==> src/rtl/multi_sel_pkg.sv <==
// Shared types and helpers for the multi-coefficient multiply sequencer.
// Holds the state enum, the default coefficient table and the table lookup function.
package multi_sel_pkg;

    typedef enum logic [1:0] {
        IDLE = 2'd0,
        CALC = 2'd1,
        HOLD = 2'd2
    } state_t;

    // Widest packed coefficient table the lookup helper accepts.
    localparam int COEF_TBL_W = 256;

    localparam logic [15:0] DEF_COEFS = {4'd8, 4'd7, 4'd3, 4'd1};

    function automatic logic [31:0] coef_at(input logic [COEF_TBL_W-1:0] coefs,
                                            input int i, input int cw);
        logic [COEF_TBL_W-1:0] mask;
        mask = (COEF_TBL_W'(1) << cw) - COEF_TBL_W'(1);
        return 32'((coefs >> (i * cw)) & mask);
    endfunction

endpackage

==> src/rtl/multi_sel_shiftadd.sv <==
// Iterative shift-add multiplier: one multiplier bit per cycle, CW cycles per product.
// done/product are valid together in the final cycle; product includes that last partial.
module multi_sel_shiftadd #(
    parameter int DW = 8,
    parameter int CW = 4,
    parameter int OW = DW + CW
) (
    input  logic          clk,
    input  logic          rst,
    input  logic          start,
    input  logic [DW-1:0] operand,
    input  logic [CW-1:0] coef,
    output logic          busy,
    output logic          done,
    output logic [OW-1:0] product
);
    localparam int CNTW = $clog2(CW + 1);

    logic [OW-1:0]   acc, mcand, partial;
    logic [CW-1:0]   mplier;
    logic [CNTW-1:0] cnt;

    assign partial = mplier[0] ? mcand : '0;
    assign done    = busy & (cnt == CNTW'(1));
    assign product = acc + partial;

    always_ff @(posedge clk or posedge rst) begin
        if (rst) begin
            acc    <= '0;
            mcand  <= '0;
            mplier <= '0;
            cnt    <= '0;
            busy   <= 1'b0;
        end else if (start) begin
            acc    <= '0;
            mcand  <= OW'(operand);
            mplier <= coef;
            cnt    <= CNTW'(CW);
            busy   <= 1'b1;
        end else if (busy) begin
            acc    <= acc + partial;
            mcand  <= mcand << 1;
            mplier <= mplier >> 1;
            cnt    <= cnt - CNTW'(1);
            if (cnt == CNTW'(1))
                busy <= 1'b0;
        end
    end

endmodule

==> src/rtl/multi_sel_seq.sv <==
// Operand-in, NCOEF-product-out sequencer with backpressured, index/last-tagged beats.
// Define MULTI_SEL_SHIFTADD_EN to build products with the iterative shift-add unit.
module multi_sel_seq
    import multi_sel_pkg::*;
#(
    parameter int                   DW    = 8,
    parameter int                   NCOEF = 4,
    parameter int                   CW    = 4,
    parameter logic [NCOEF*CW-1:0]  COEFS = DEF_COEFS,
    parameter int                   OW    = DW + CW,
    parameter int                   IW    = $clog2(NCOEF)
) (
    input  logic          clk,
    input  logic          rst,
    input  logic          in_valid,
    input  logic [DW-1:0] in_data,
    output logic          in_ready,
    output logic          out_valid,
    output logic [OW-1:0] out_data,
    output logic [IW-1:0] out_idx,
    output logic          out_last,
    input  logic          out_ready
);
    state_t        state, state_nxt;
    logic [DW-1:0] op_q;
    logic [IW-1:0] idx_q, idx_nxt;
    logic [OW-1:0] out_data_q;
    logic          last, hs, accept;
    logic [CW-1:0] coef_tbl [NCOEF];

    for (genvar i = 0; i < NCOEF; i++) begin : g_coef
        assign coef_tbl[i] = CW'(coef_at(COEF_TBL_W'(COEFS), i, CW));
    end

    assign last    = (idx_q == IW'(NCOEF - 1));
    assign hs      = out_valid & out_ready;
    assign accept  = in_valid & in_ready;
    assign idx_nxt = last ? '0 : idx_q + IW'(1);

`ifdef MULTI_SEL_SHIFTADD_EN
    localparam state_t LOAD_ST = CALC;
    logic          start_q, sa_start, sa_busy, sa_done;
    logic [CW-1:0] sa_coef;
    logic [OW-1:0] sa_product;

    // Beat 0 starts a cycle after accept (operand must be latched first);
    // later beats start straight off the handshake.
    assign sa_start = start_q | (hs & ~last);
    assign sa_coef  = start_q ? coef_tbl[idx_q] : coef_tbl[idx_nxt];

    multi_sel_shiftadd #(.DW(DW), .CW(CW), .OW(OW)) u_shiftadd (
        .clk     (clk),
        .rst     (rst),
        .start   (sa_start),
        .operand (op_q),
        .coef    (sa_coef),
        .busy    (sa_busy),
        .done    (sa_done),
        .product (sa_product)
    );
`else
    localparam state_t LOAD_ST = HOLD;
`endif

    always_ff @(posedge clk or posedge rst) begin
        if (rst) state <= IDLE;
        else     state <= state_nxt;
    end

    always_comb begin
        state_nxt = state;
        case (state)
            IDLE: if (accept) state_nxt = LOAD_ST;
            HOLD: if (hs) begin
                if (!last)         state_nxt = LOAD_ST;
                else if (in_valid) state_nxt = LOAD_ST;
                else               state_nxt = IDLE;
            end
`ifdef MULTI_SEL_SHIFTADD_EN
            CALC: if (sa_busy && sa_done) state_nxt = HOLD;
`else
            CALC: state_nxt = IDLE;
`endif
            default: state_nxt = IDLE;
        endcase
    end

    always_comb begin
        out_valid = (state == HOLD);
        out_last  = out_valid & last;
        in_ready  = (state == IDLE) | (out_valid & out_ready & last);
    end

    always_ff @(posedge clk or posedge rst) begin
        if (rst) begin
            op_q       <= '0;
            idx_q      <= '0;
            out_data_q <= '0;
`ifdef MULTI_SEL_SHIFTADD_EN
            start_q    <= 1'b0;
`endif
        end else begin
`ifdef MULTI_SEL_SHIFTADD_EN
            start_q <= accept;
            if (accept) begin
                op_q  <= in_data;
                idx_q <= '0;
            end else if (hs && !last) begin
                idx_q <= idx_nxt;
            end
            if (state == CALC && sa_done)
                out_data_q <= sa_product;
`else
            if (accept) begin
                op_q       <= in_data;
                idx_q      <= '0;
                out_data_q <= OW'(in_data) * OW'(coef_tbl[0]);
            end else if (hs && !last) begin
                idx_q      <= idx_nxt;
                out_data_q <= OW'(op_q) * OW'(coef_tbl[idx_nxt]);
            end
`endif
        end
    end

    assign out_data = out_data_q;
    assign out_idx  = idx_q;

endmodule
==> config.mk <==
export PLATFORM = sky130hd
export DESIGN_NAME = multi_sel_seq
export DESIGN_NICKNAME = d
export VERILOG_FILES = /design/src/rtl/multi_sel_pkg.sv /design/src/rtl/multi_sel_shiftadd.sv /design/src/rtl/multi_sel_seq.sv
export SDC_FILE = /design/constraint.sdc
export NUM_CORES = 1
export LEC_CHECK = 0
export ABC_AREA = 1
export ABC_CLOCK_PERIOD_IN_PS = 3700
export CAP_MARGIN = 20
export CORE_AREA = 4 4 67 69
export CTS_CLUSTER_DIAMETER = 200
export CTS_CLUSTER_SIZE = 10
export DETAILED_ROUTE_END_ITERATION = 8
export DIE_AREA = 0 0 71 73
export GPL_TIMING_DRIVEN = 1
export PLACE_DENSITY = 0.78
export SLEW_MARGIN = 0
export SYNTH_ARGS = -nofsm -noshare
export SYNTH_HDL_FRONTEND = slang
export SYNTH_HIERARCHICAL = 1
export SYNTH_SLANG_ARGS = --single-unit
==> constraint.sdc <==
create_clock -name clk -period 3.7 [get_ports clk]
set_input_delay 0.37 -clock clk [delete_from_list [all_inputs] [get_ports clk]]
set_output_delay 0.37 -clock clk [all_outputs]
set_load 0.005 [all_outputs]
# Word-level counts from Yosys, hierarchy flattened
# Index checks and enable logic that the tools add are counted.
[word_totals]
regBits = 24
word_cells = 35
output_inout_bits = 17
[classes]
mul = 1
order_cmp = 1
addsub = 1
n_eq_ne = 4
bitwise_logic = 6
n_reduce_logical = 5
mux = 13
[ops]
columns = ["operator", "count"]
rows = [
  ["2-to-1 mux 12 bit", 2],
  ["2-to-1 mux 2 bit", 7],
  ["multiplier 8 x 4 -> 12 bit", 1],
  ["binary-select mux 4 bit (select 2 bit)", 1],
  ["2-to-1 mux 4 bit", 2],
  ["bitwise AND 1 bit", 4],
  ["== test 2 bit, second input constant", 2],
  ["case mux 2 bit (2 select lines)", 1],
  [">= comparator 3 bit, second input constant", 1],
  ["NOT 2 -> 3 bit", 1],
  ["adder 2 x 1 -> 2 bit, second input constant", 1],
  ["zero test 2 bit", 1],
  ["!= test 2 x 1 -> 1 bit, second input constant", 1],
  ["!= test 2 bit, second input constant", 1],
  ["AND reduction 2 bit", 1],
  ["nonzero test 2 bit", 1],
  ["logical AND 1 bit", 1],
  ["zero test 1 bit", 1],
  ["OR 1 bit", 1],
]

# Longest topological paths before layout
[depth]
word_depth = 9
ltp_mapped = 19
depth_no_buf = 18

# Least setup slack after synthesis
# OpenSTA, ideal clock, no wires.
[synth_timing]
path_type = "flip-flop to flip-flop"
from = "register idx_q[1] (netlist: out_idx[1])"
to = "register out_data_q[9] (netlist: out_data[9])"
arrival_time_ps = 3194
setup_ps = 118
period_less_slack_ps = 3312
n_path_buf = 1
path_slack_ps = 388
stages_incl_launch_ff = 17
path_cell_list = "dfrtp_1 -> inv_1 -> ha_1 -> clkbuf_1 -> nor2_1 -> nor2_1 -> fa_1 -> inv_1 -> fa_1 -> inv_1 -> ha_1 -> a21oi_2 -> nor2_1 -> nor2_1 -> nand3b_1 -> nand3_1 -> nand2_1"
[synth_via]
elab_chain_len = 9
[synth_rtl]
columns = ["item", "line", "rtl"]
rows = [
  ["start: declaration", "multi_sel_seq.sv:26", "logic [IW-1:0] idx_q, idx_nxt;"],
  ["start signal: assignment", "multi_sel_seq.sv:119", "idx_q <= idx_nxt;"],
  ["adder 2 x 1 -> 2 bit / == test 2 bit (equally long branches)", "multi_sel_seq.sv:38, multi_sel_seq.sv:35", ""],
  ["2-to-1 mux 2 bit", "multi_sel_seq.sv:38", "assign idx_nxt = last ? '0 : idx_q + IW'(1);"],
  ["NOT 2 -> 3 bit (not written as such)", "multi_sel_seq.sv:120", "out_data_q <= OW'(op_q) * OW'(coef_tbl[idx_nxt]);"],
  ["binary-select mux 4 bit (select 2 bit)", "multi_sel_seq.sv:120", ""],
  ["2-to-1 mux 4 bit (not written as such) (2 in series)", "multi_sel_seq.sv:120", ""],
  ["multiplier 8 x 4 -> 12 bit", "multi_sel_seq.sv:120", ""],
  ["2-to-1 mux 12 bit", "multi_sel_seq.sv:118", "end else if (hs && !last) begin"],
  ["2-to-1 mux 12 bit", "multi_sel_seq.sv:114", "if (accept) begin"],
  ["end signal: assignment", "multi_sel_seq.sv:117", "out_data_q <= OW'(in_data) * OW'(coef_tbl[0]);"],
  ["end signal: assignment", "multi_sel_seq.sv:120", ""],
  ["end: declaration", "multi_sel_seq.sv:27", "logic [OW-1:0] out_data_q;"],
]
# Parallel ways exist; a longest one is shown, timed or not. The select of a mux whose other input is x is not followed.
# A chain may end at the register's enable or synchronous reset.

# Final worst setup path
[layout_timing]
from = "register idx_q[0] (netlist: out_idx[0])"
to = "register out_data_q[9] (netlist: out_data[9])"
# The elaborated chain is that of the path after synthesis.

==> metrics.yaml <==
multi_input_area_um2: 1230
syn-cell-area_um2: 2070
cts.repair.resized: 0
drive_above_1_share_pct: 6.82
critical_path.startpoint: "out_idx[0]"
ant_nets: 0
synth-warning-count: 6
die_x_um: 71
grt_max_degree: 24
hp-class: "flip-flop to flip-flop"
die_y_um: 73
critPathCaptureType: "flip-flop"
slew_headroom_pct: 39.6
grt_pass1_wl_um: 8010
path_clk_slew_ns: 0.09
post_cts_buffers: 0
clock-sinks: 23
drc_errors: 0
avgSynthCellArea_um2: 7.43
routed_wl_um: 4490
max_slew.worst_pin.slew_ns: 0.905
area_delta_synth_final_pct: 17.9
hold_end: "out_data[11]"
vias: 1755
synth_edf_count: 0
setup_violations: 0
hold_slack_ns: 0.487
grt-ovfl-total: 0
insertion_delay_ns: 0.27
critPathRequiredTime_ns: 3.87
r2r-start: "out_idx[0]"
synth_top_area_cell: "dfrtp_1"
place_area_um2: 2390
root_buffer: "clkbuf_8"
ioPinCount: 29
cap_violations: 0
synthArstFlopShare_pct: 100
rsz0062_at_grt: "false"
reg2reg_slack_ns: 0.29
crit_slowest_cell: "fa_1"
numPortBuffers: 28
clock-skew-final_ns: 0.00282
tns_ns: 0
cts_tree: "done"
ff_latch_area_um2: 576
crit_path_cell_trace: "inv_1 > ha_1 > nor2_2 > nor2_1 > fa_1 > inv_1 > fa_1 > inv_1 > ha_1 > a21oi_2 > nor2_1 > nor2_1 > nand3b_1 > nand3_1 > nand2_1"
routedWlPerCell_um: 12.5
hold_buffers: 0
firstDrtPassIters: 4
row_count: 23
hold_viol: 0
holdPathStages: 2
synth_top_area_share_pct: 27.8
final_area_um2: 2440
grt_usage_pct: 19.2
synth.distinct_cells: 26
ff2ff_path_depth: 15
syn_inst: 279
slew_viol_final: 0
finalCriticalPeriod_ns: 3.41
worstHoldStart: "out_data[11]"
die_area_um2: 5180
critPathBufInv: 3
period_share_pct: 92.3
synth_area_leaders: "dfrtp_1, nand2_1, ha_1"
dr.first_iter.drc_count: 103
synth_seq_cells: 23
ys.flop_type: "dfrtp_1"
antenna_found_initial: 0
cp.arrival_ns: 3.58
core_area_um2: 3910
syn_nets: 324
critPathMaxStageDelay_ns: 0.56
dpl.hpwl_um: 3570
routabilityCongestion: 0.892
cts_buffers: 3
cp-start-kind: "flip-flop"
h-tree-depth: 1
status: "complete, no violations"
max_freq_ghz: 0.293
clock_path_buffers: 2
critPathKind: "flip-flop to flip-flop"
antenna_cells: 0
yosysSeqAreaShare_pct: 27.8
finalNetCount: 354
initial_core_util_pct: 53.0
fill_cells: 372
vias_per_cell: 4.90
critPathTopFamily: "adder cells"
r2r-end: "out_data[9]"
grt_pass1_vias: 1786
crit_fanout: 7
## cell usage in the layout (no fill, tap or decap), types with 3 or more instances in the layout
cell type        synthesis  final
a21oi_1                  4      4
nand3_1                 15     15
clkdlybuf4s50_1          0     28
o21ai_0                  9      9
inv_1                   63     63
clkbuf_8                 0      3
fa_1                    12     12
nand2_1                 77     77
nor2_1                  23     22
dfrtp_1                 23     23
a21oi_2                  4      4
nand2_2                  4      4
o21ai_1                  3      3
ha_1                    21     20
## worst min-delay path, cell delays in order (launching register included)
cell     delay [ns]
dfrtp_1        0.35
nand2_1        0.05
nand2_1        0.06
## cell families (layout without fill, tap and decap cells)
logic type      Yosys count  in the layout  synth area share, %
compound gates           25             25                 7.78
buf+inv                  68             97                 13.2
simple gates            128            128                 26.2
flops                    23             23                 27.8
xor+xnor                  2              2                0.845
fa+ha+maj                33             33                 24.3
## worst max-delay path by stage
stage / end / slack [ns] / cells past startpoint
floorplan: out_data[9] / 0.39 / 16
global placement: out_data[9] / 0.21 / 15
detailed placement: out_data[9] / 0.13 / 15
CTS: out_data[9] / 0.12 / 15
global route: out_data[11] / 0.03 / 16
finish: out_data[9] / 0.29 / 15
## cell type report
cell class / instances / share of cell area (%)
Clock buffer: 4 / 1.84
Inverter: 64 / 9.93
Multi-Input combinational cell: 188 / 50.3
Sequential cell: 23 / 23.6
Tap cell: 50 / 2.56
Timing Repair Buffer: 29 / 11.8
## cells in the mapped netlist (3+ instances only)
cell and count:
ha_1 21, a21oi_1 4, dfrtp_1 23, nor2_1 23, o21ai_1 3, fa_1 12
nand2_2 4, a21oi_2 4, o21ai_0 9, nand2_1 77, nand3_1 15, inv_1 63
## metrics by stage
stage               worst slack, ns  instances  utilization [%]
floorplan                     0.388        279                -
global placement              0.207        354             61.2
detailed placement            0.125        354             61.2
CTS                           0.117        358             62.3
global route                 0.0283        358             62.4
finish                        0.286        358             62.4
## layer usage
| layer | track usage (%) | up-vias | routed length [um] |
|---|---|---|---|
| met1 | 28.0 | 809 | 2230 |
| met3 | 2.20 | 6 | 129 |
| li1 | - | 899 | - |
| met5 | 0 | - | 0 |
| met4 | 4.59 | 0 | 45 |
| met2 | 30.8 | 41 | 2080 |
## registers in the layout, summed over array words and instances (netlist names)
| signal | flops |
|---|---|
| op_q | 8 |
| out_data | 12 |
| out_idx | 2 |
| state | 1 |
Power is left out: the tool's default activity adds up to more than one toggle a clock period on the data nets, which glitch-free logic cannot reach.
